==> src/rtl/marker_locate.sv <==
// Colour-marker locator: classifies RGB565 pixels, tracks the extreme points of the matching
// region over a frame and publishes registered corner/centre positions once per frame.
module marker_locate #(
    parameter logic [4:0]  THR_R   = 5'd20,
    parameter logic [5:0]  THR_G   = 6'd24,
    parameter logic [4:0]  THR_B   = 5'd12,
    parameter logic [15:0] MIN_PIX = 16'd64
) (
    input  logic        clk,
    input  logic        rst_n,
    input  logic        pix_vs,
    input  logic        pix_hs,
    input  logic        pix_de,
    input  logic [15:0] pix_data,
    input  logic        hold,
    output logic [9:0]  top_pos_x,
    output logic [9:0]  top_pos_y,
    output logic [9:0]  bottom_pos_x,
    output logic [9:0]  bottom_pos_y,
    output logic [9:0]  left_pos_x,
    output logic [9:0]  left_pos_y,
    output logic [9:0]  right_pos_x,
    output logic [9:0]  right_pos_y,
    output logic [11:0] centre_pos_x,
    output logic [11:0] centre_pos_y,
    output logic        obj_valid,
    output logic        frame_done
);

    typedef enum logic [1:0] {
        IDLE   = 2'd0,
        SCAN   = 2'd1,
        COMMIT = 2'd2,
        WAIT   = 2'd3
    } state_t;

    function automatic logic pix_is_marker(input logic [15:0] px);
        pix_is_marker = (px[15:11] >= THR_R) && (px[10:5] < THR_G) && (px[4:0] < THR_B);
    endfunction

    function automatic logic [9:0] sat_inc10(input logic [9:0] v);
        if (v == 10'd1023) begin
            sat_inc10 = v;
        end else begin
            sat_inc10 = v + 10'd1;
        end
    endfunction

    function automatic logic [15:0] sat_inc16(input logic [15:0] v);
        if (v == 16'hFFFF) begin
            sat_inc16 = v;
        end else begin
            sat_inc16 = v + 16'd1;
        end
    endfunction

    // sync history and raster coordinates
    logic       vs_q, vs_qq, hs_q, hs_qq;
    logic       vs_d, vs_dd, hs_d, hs_dd;
    logic [9:0] x_q, x_d, y_q, y_d;
    // stage S1
    logic       s1_match_q, s1_match_d;
    logic [9:0] s1_x_q, s1_x_d, s1_y_q, s1_y_d;
    // frame accumulators
    state_t     state_q, state_d;
    logic [15:0] cnt_q, cnt_d;
    logic       found_q, found_d;
    logic [9:0] top_x_q, top_x_d, top_y_q, top_y_d;
    logic [9:0] bot_x_q, bot_x_d, bot_y_q, bot_y_d;
    logic [9:0] left_x_q, left_x_d, left_y_q, left_y_d;
    logic [9:0] right_x_q, right_x_d, right_y_q, right_y_d;
    // published results
    logic [9:0]  top_pos_x_q, top_pos_x_d, top_pos_y_q, top_pos_y_d;
    logic [9:0]  bottom_pos_x_q, bottom_pos_x_d, bottom_pos_y_q, bottom_pos_y_d;
    logic [9:0]  left_pos_x_q, left_pos_x_d, left_pos_y_q, left_pos_y_d;
    logic [9:0]  right_pos_x_q, right_pos_x_d, right_pos_y_q, right_pos_y_d;
    logic [11:0] centre_pos_x_q, centre_pos_x_d, centre_pos_y_q, centre_pos_y_d;
    logic        obj_valid_q, obj_valid_d, frame_done_q, frame_done_d;

    logic        vs_rise_s, vs_fall_s, hs_fall_s, pix_vld_s;
    logic [10:0] sum_x_s, sum_y_s;

    assign vs_rise_s = vs_q & ~vs_qq;
    assign vs_fall_s = ~vs_q & vs_qq;
    assign hs_fall_s = ~hs_q & hs_qq;
    assign pix_vld_s = pix_hs & pix_de;
    assign sum_x_s   = {1'b0, left_x_q} + {1'b0, right_x_q};
    assign sum_y_s   = {1'b0, top_y_q} + {1'b0, bot_y_q};

    // Sync edge history, saturating x/y counters and the S1 classification stage
    always_comb begin
        vs_d  = pix_vs;
        vs_dd = vs_q;
        hs_d  = pix_hs;
        hs_dd = hs_q;
        if (!pix_hs) begin
            x_d = 10'd0;
        end else if (pix_de) begin
            x_d = sat_inc10(x_q);
        end else begin
            x_d = x_q;
        end
        if (vs_fall_s) begin
            y_d = 10'd0;
        end else if (hs_fall_s) begin
            y_d = sat_inc10(y_q);
        end else begin
            y_d = y_q;
        end
        s1_match_d = pix_vld_s & pix_is_marker(pix_data);
        s1_x_d     = x_q;
        s1_y_d     = y_q;
    end

    // Extreme-point accumulation from S1; cleared whenever the frame is not being scanned
    always_comb begin
        cnt_d     = cnt_q;
        found_d   = found_q;
        top_x_d   = top_x_q;
        top_y_d   = top_y_q;
        bot_x_d   = bot_x_q;
        bot_y_d   = bot_y_q;
        left_x_d  = left_x_q;
        left_y_d  = left_y_q;
        right_x_d = right_x_q;
        right_y_d = right_y_q;
        if (state_q != SCAN) begin
            cnt_d     = 16'd0;
            found_d   = 1'b0;
            top_x_d   = 10'd0;
            top_y_d   = 10'd0;
            bot_x_d   = 10'd0;
            bot_y_d   = 10'd0;
            left_x_d  = 10'd0;
            left_y_d  = 10'd0;
            right_x_d = 10'd0;
            right_y_d = 10'd0;
        end else if (s1_match_q) begin
            cnt_d   = sat_inc16(cnt_q);
            bot_x_d = s1_x_q;
            bot_y_d = s1_y_q;
            if (!found_q) begin
                found_d   = 1'b1;
                top_x_d   = s1_x_q;
                top_y_d   = s1_y_q;
                left_x_d  = s1_x_q;
                left_y_d  = s1_y_q;
                right_x_d = s1_x_q;
                right_y_d = s1_y_q;
            end else begin
                // strict compares keep the earliest row on ties
                if (s1_x_q < left_x_q) begin
                    left_x_d = s1_x_q;
                    left_y_d = s1_y_q;
                end else begin
                    left_x_d = left_x_q;
                    left_y_d = left_y_q;
                end
                if (s1_x_q > right_x_q) begin
                    right_x_d = s1_x_q;
                    right_y_d = s1_y_q;
                end else begin
                    right_x_d = right_x_q;
                    right_y_d = right_y_q;
                end
            end
        end else begin
            cnt_d = cnt_q;
        end
    end

    // Frame sequencing and result publication
    always_comb begin
        state_d        = state_q;
        frame_done_d   = 1'b0;
        obj_valid_d    = obj_valid_q;
        top_pos_x_d    = top_pos_x_q;
        top_pos_y_d    = top_pos_y_q;
        bottom_pos_x_d = bottom_pos_x_q;
        bottom_pos_y_d = bottom_pos_y_q;
        left_pos_x_d   = left_pos_x_q;
        left_pos_y_d   = left_pos_y_q;
        right_pos_x_d  = right_pos_x_q;
        right_pos_y_d  = right_pos_y_q;
        centre_pos_x_d = centre_pos_x_q;
        centre_pos_y_d = centre_pos_y_q;
        case (state_q)
            IDLE: begin
                if (vs_fall_s) begin
                    state_d = SCAN;
                end else begin
                    state_d = IDLE;
                end
            end
            SCAN: begin
                if (vs_rise_s) begin
                    state_d = COMMIT;
                end else begin
                    state_d = SCAN;
                end
            end
            COMMIT: begin
                state_d = WAIT;
                if (!hold) begin
                    frame_done_d = 1'b1;
                    if (cnt_q >= MIN_PIX) begin
                        obj_valid_d    = 1'b1;
                        top_pos_x_d    = top_x_q;
                        top_pos_y_d    = top_y_q;
                        bottom_pos_x_d = bot_x_q;
                        bottom_pos_y_d = bot_y_q;
                        left_pos_x_d   = left_x_q;
                        left_pos_y_d   = left_y_q;
                        right_pos_x_d  = right_x_q;
                        right_pos_y_d  = right_y_q;
                        centre_pos_x_d = {1'b0, sum_x_s >> 1};
                        centre_pos_y_d = {1'b0, sum_y_s >> 1};
                    end else begin
                        obj_valid_d = 1'b0;
                    end
                end else begin
                    frame_done_d = 1'b0;
                end
            end
            WAIT: begin
                if (vs_fall_s) begin
                    state_d = SCAN;
                end else begin
                    state_d = WAIT;
                end
            end
            default: begin
                state_d = IDLE;
            end
        endcase
    end

    // State register for the whole block
    always_ff @(posedge clk or negedge rst_n) begin
        if (!rst_n) begin
            vs_q           <= 1'b0;
            vs_qq          <= 1'b0;
            hs_q           <= 1'b0;
            hs_qq          <= 1'b0;
            x_q            <= 10'd0;
            y_q            <= 10'd0;
            s1_match_q     <= 1'b0;
            s1_x_q         <= 10'd0;
            s1_y_q         <= 10'd0;
            state_q        <= IDLE;
            cnt_q          <= 16'd0;
            found_q        <= 1'b0;
            top_x_q        <= 10'd0;
            top_y_q        <= 10'd0;
            bot_x_q        <= 10'd0;
            bot_y_q        <= 10'd0;
            left_x_q       <= 10'd0;
            left_y_q       <= 10'd0;
            right_x_q      <= 10'd0;
            right_y_q      <= 10'd0;
            top_pos_x_q    <= 10'd0;
            top_pos_y_q    <= 10'd0;
            bottom_pos_x_q <= 10'd0;
            bottom_pos_y_q <= 10'd0;
            left_pos_x_q   <= 10'd0;
            left_pos_y_q   <= 10'd0;
            right_pos_x_q  <= 10'd0;
            right_pos_y_q  <= 10'd0;
            centre_pos_x_q <= 12'd0;
            centre_pos_y_q <= 12'd0;
            obj_valid_q    <= 1'b0;
            frame_done_q   <= 1'b0;
        end else begin
            vs_q           <= vs_d;
            vs_qq          <= vs_dd;
            hs_q           <= hs_d;
            hs_qq          <= hs_dd;
            x_q            <= x_d;
            y_q            <= y_d;
            s1_match_q     <= s1_match_d;
            s1_x_q         <= s1_x_d;
            s1_y_q         <= s1_y_d;
            state_q        <= state_d;
            cnt_q          <= cnt_d;
            found_q        <= found_d;
            top_x_q        <= top_x_d;
            top_y_q        <= top_y_d;
            bot_x_q        <= bot_x_d;
            bot_y_q        <= bot_y_d;
            left_x_q       <= left_x_d;
            left_y_q       <= left_y_d;
            right_x_q      <= right_x_d;
            right_y_q      <= right_y_d;
            top_pos_x_q    <= top_pos_x_d;
            top_pos_y_q    <= top_pos_y_d;
            bottom_pos_x_q <= bottom_pos_x_d;
            bottom_pos_y_q <= bottom_pos_y_d;
            left_pos_x_q   <= left_pos_x_d;
            left_pos_y_q   <= left_pos_y_d;
            right_pos_x_q  <= right_pos_x_d;
            right_pos_y_q  <= right_pos_y_d;
            centre_pos_x_q <= centre_pos_x_d;
            centre_pos_y_q <= centre_pos_y_d;
            obj_valid_q    <= obj_valid_d;
            frame_done_q   <= frame_done_d;
        end
    end

    assign top_pos_x    = top_pos_x_q;
    assign top_pos_y    = top_pos_y_q;
    assign bottom_pos_x = bottom_pos_x_q;
    assign bottom_pos_y = bottom_pos_y_q;
    assign left_pos_x   = left_pos_x_q;
    assign left_pos_y   = left_pos_y_q;
    assign right_pos_x  = right_pos_x_q;
    assign right_pos_y  = right_pos_y_q;
    assign centre_pos_x = centre_pos_x_q;
    assign centre_pos_y = centre_pos_y_q;
    assign obj_valid    = obj_valid_q;
    assign frame_done   = frame_done_q;

endmodule

==> config.mk <==
export PLATFORM = sky130hd
export DESIGN_NAME = marker_locate
export DESIGN_NICKNAME = d
export VERILOG_FILES = /design/src/rtl/marker_locate.sv
export SDC_FILE = /design/constraint.sdc
export NUM_CORES = 1
export LEC_CHECK = 0
export CORE_MARGIN = 4
export CORE_UTILIZATION = 56
export DETAILED_ROUTE_END_ITERATION = 12
export GPL_ROUTABILITY_DRIVEN = 1
export MAX_ROUTING_LAYER = met4
export PLACE_DENSITY_LB_ADDON = 0.12
export SLEW_MARGIN = 5
export SYNTH_ARGS = -nofsm -noshare
export SYNTH_HDL_FRONTEND = slang
export SYNTH_SLANG_ARGS = --single-unit
==> constraint.sdc <==
create_clock -name clk -period 3.1 [get_ports clk]
set_clock_uncertainty 0.1 [all_clocks]
set_input_delay 0.465 -clock clk [delete_from_list [all_inputs] [get_ports clk]]
set_output_delay 0.465 -clock clk [all_outputs]
set_load 0.01 [all_outputs]
==> out/qor.yml <==
outcome:
  status: "completed"
yosys:
  synthDistinctLibCells: 58
  synth-edff-count: 0
  syn_avg_cell_area_um2: 9.89
  synth.largest_area_cell: "dfrtp_1"
  ys_seq_area_share_pct: 57.1
  synth_ff_type: "dfrtp_1"
  ys_warn_count: 0
  synth_area_leaders: "dfrtp_1 (57%), nand2_1 (10%), ha_1 (4.8%)"
  synthArstFlopShare_pct: 100
  synth-seq-cells: 246
  synthCells: 1091
  yosys.area.top_type_share_pct: 57.1
  netlist_area_mm2: 0.0108
global_routing:
  grt_pass1_wl_um: 41600
  grt_overflow: 0
  grt_pass1_vias: 8016
  grt_start_max_net_pins: 88
  grt_usage_pct: 24.0
  antenna_found_initial: 0
die:
  die_area_mm2: 0.0215
  ios: 128
  chipWidth_um: 147
  initial_utilization_pct: 57.3
  fp.dieH_um: 147
  fp.coreArea_mm2: 0.0188
  num_rows: 50
finish:
  area_growth_syn_to_layout_pct: 22.5
  final_cell_mix: "nand2_1 (292), dfrtp_1 (246), clkdlybuf4s50_1 (115)"
  top_register: "cnt_q"
  final_layout_size_suffix_gt1_share_pct: 6.66
  final_core_util_pct: 70.2
  fillers: 1405
  largest_register_ff_count: 16
  final_common_cell: "nand2_1"
  diodes: 0
  register_area_mm2: 0.00616
  fin_nets: 1279
  multi_input_area_mm2: 0.00432
  final_area_mm2: 0.0132
cts:
  clkSinkCount: 246
  cts_tree: "yes"
  cts_resized: 0
  cts-root-buf: "clkbuf_16"
  cts_max_path_buffers: 3
  path_clk_slew_ps: 60
  cts-buffers-inserted: 25
  clk_latency_ps: 520
  htreeDepth: 1
hold_path:
  min_from: "pix_vs"
  min_path_type: "in2reg"
  holdPathEnd: "vs_dd"
  min_path_cells: 1
critical_path:
  worstPathMaxFanout: 20
  reg2reg_from: "s1_x_q[9]"
  r2r_slack_ps: 440
  cp-start-kind: "register"
  r2r.worst_path.cells: 7
  r2r-end: "right_x_q[9]"
  startpoint: "s1_x_q[9]"
  cp-end-kind: "register"
  crit_type: "reg2reg"
  crit_arrival_ps: 2960
  crit_required_ps: 3400
sta:
  min_period_ps: 2660
  hold_viol: 0
  fmax_mhz: 376
  worst_pin_slew_ps: 854
  fin_crit_sh_pct: 85.8
  drv_slew: 0
  rsz0062_at_grt: "no"
  fin_setup_tns_ps: 0
  setup_violations: 0
  relSlewSlack_pct: 43.1
route:
  vias: 8127
  drtPass1Iterations: 7
  drt_iter0_drc: 518
  ant_nets: 0
  wl_per_cell_um: 16.5
  finalWirelength_um: 24600
  viasPerCell: 5.45
  drc: 0
power:
  swShare_pct: 22.6
  power.leakage_nw: 6.19
  p_sw_mw: 1.52
  cellPowerDensity_mw_per_mm2: 509
  peakVddDrop_uv: 410
  p_seq_share_pct: 48.9
  power_frac_clock_pct: 46.1
  intPower_mw: 5.21
  pwr-share-comb_pct: 5.0
job:
  cap_violations: 0
placement:
  gp_congestion: 0.843
  hpwl_um: 16900
  portBuffers: 116
  placed_cell_area_mm2: 0.0123
==> worst max-delay path, cell delays in order, from the launching register on <==
cell and delay [ps]:
dfrtp_1 480, ha_1 350, nand4_1 180, nor3_1 380, o31a_1 190, o21ai_1 50, and3_1 470, a22o_1 350
==> cells by family after synthesis <==
kind of cell	Yosys count	synth area share, %
other	1	0.0348
DFF	246	57.1
muxes	22	2.05
and+or+nand+nor	466	18.4
adders and majority gates	44	5.22
AOI/OAI and AO/OA	187	10.7
xor gates and xnor gates	40	3.25
buffers and inverters	85	3.33
==> synthesized netlist by cell type, drive strengths merged, types with 2 or more instances <==
| library cell | instances |
|---|---|
| a2111oi | 2 |
| a211oi | 3 |
| a21o | 8 |
| a21oi | 61 |
| a22o | 21 |
| a31oi | 3 |
| and2 | 10 |
| and3 | 9 |
| and4 | 2 |
| buf | 26 |
| clkbuf | 29 |
| dfrtp | 246 |
| fa | 2 |
| ha | 41 |
| inv | 30 |
| mux2i | 21 |
| nand2 | 292 |
| nand2b | 7 |
| nand3 | 39 |
| nand4 | 14 |
| nor2 | 66 |
| nor2b | 4 |
| nor3 | 8 |
| nor4 | 4 |
| o2111ai | 2 |
| o21a | 5 |
| o21ai | 64 |
| o31a | 4 |
| o31ai | 2 |
| o41ai | 2 |
| or3 | 5 |
| xnor2 | 20 |
| xor2 | 20 |
==> metal layers <==
metal,GRT usage (%),vias up,routed length (um)
li1,-,3908,-
met2,35.6,215,11100
met1,35.8,3966,11800
met3,3.36,38,1350
met5,-,-,0
met4,4.89,0,388
==> how the worst max path moves through the flow <==
stage / slack (ps) / end / cells past startpoint
CTS: 440 / centre_pos_x[9] / 8
finish: 440 / right_x_q[9] / 7
global route: 230 / centre_pos_x[9] / 8
detailed placement: 470 / centre_pos_x[9] / 8
global placement: 490 / centre_pos_x[9] / 8
floorplan: 680 / centre_pos_x[9] / 8
==> power groups by stage <==
stage / Combinational (mW) / Sequential [mW] / Clock (mW)
4_1_cts: 0.341 / 3.29 / 3.15
6_report: 0.337 / 3.29 / 3.10
3_3_place_gp: 0.336 / 3.34 / 0
3_5_place_dp: 0.338 / 3.34 / 0
5_1_grt: 0.378 / 3.29 / 3.29
2_1_floorplan: 0.173 / 3.33 / 0
==> area by class of cell <==
class | count | area share (%)
well taps | 260 | 2.46
multi-input cells | 763 | 32.7
clock inverters | 10 | 0.966
repair buffers | 148 | 10.9
clock buffers | 35 | 5.47
flip-flops and latches | 246 | 46.6
inverters | 30 | 0.852
==> through the flow <==
step | power, mW | worst slack (ps) | instances | hold WS [ps]
floorplan | 3.50 | 681 | 1094 | 69.4
global placement | 3.68 | 490 | 1446 | 305
detailed placement | 3.68 | 469 | 1446 | 314
CTS | 6.77 | 445 | 1492 | 288
global route | 6.95 | 234 | 1492 | 294
finish | 6.72 | 440 | 1492 | 299
==> repair_timing <==
action,CTS,global route
hold buffers,1,0
endpoints found under the hold margin,82,0
setup buffers,0,0
(Power assumes the default switching activity.)
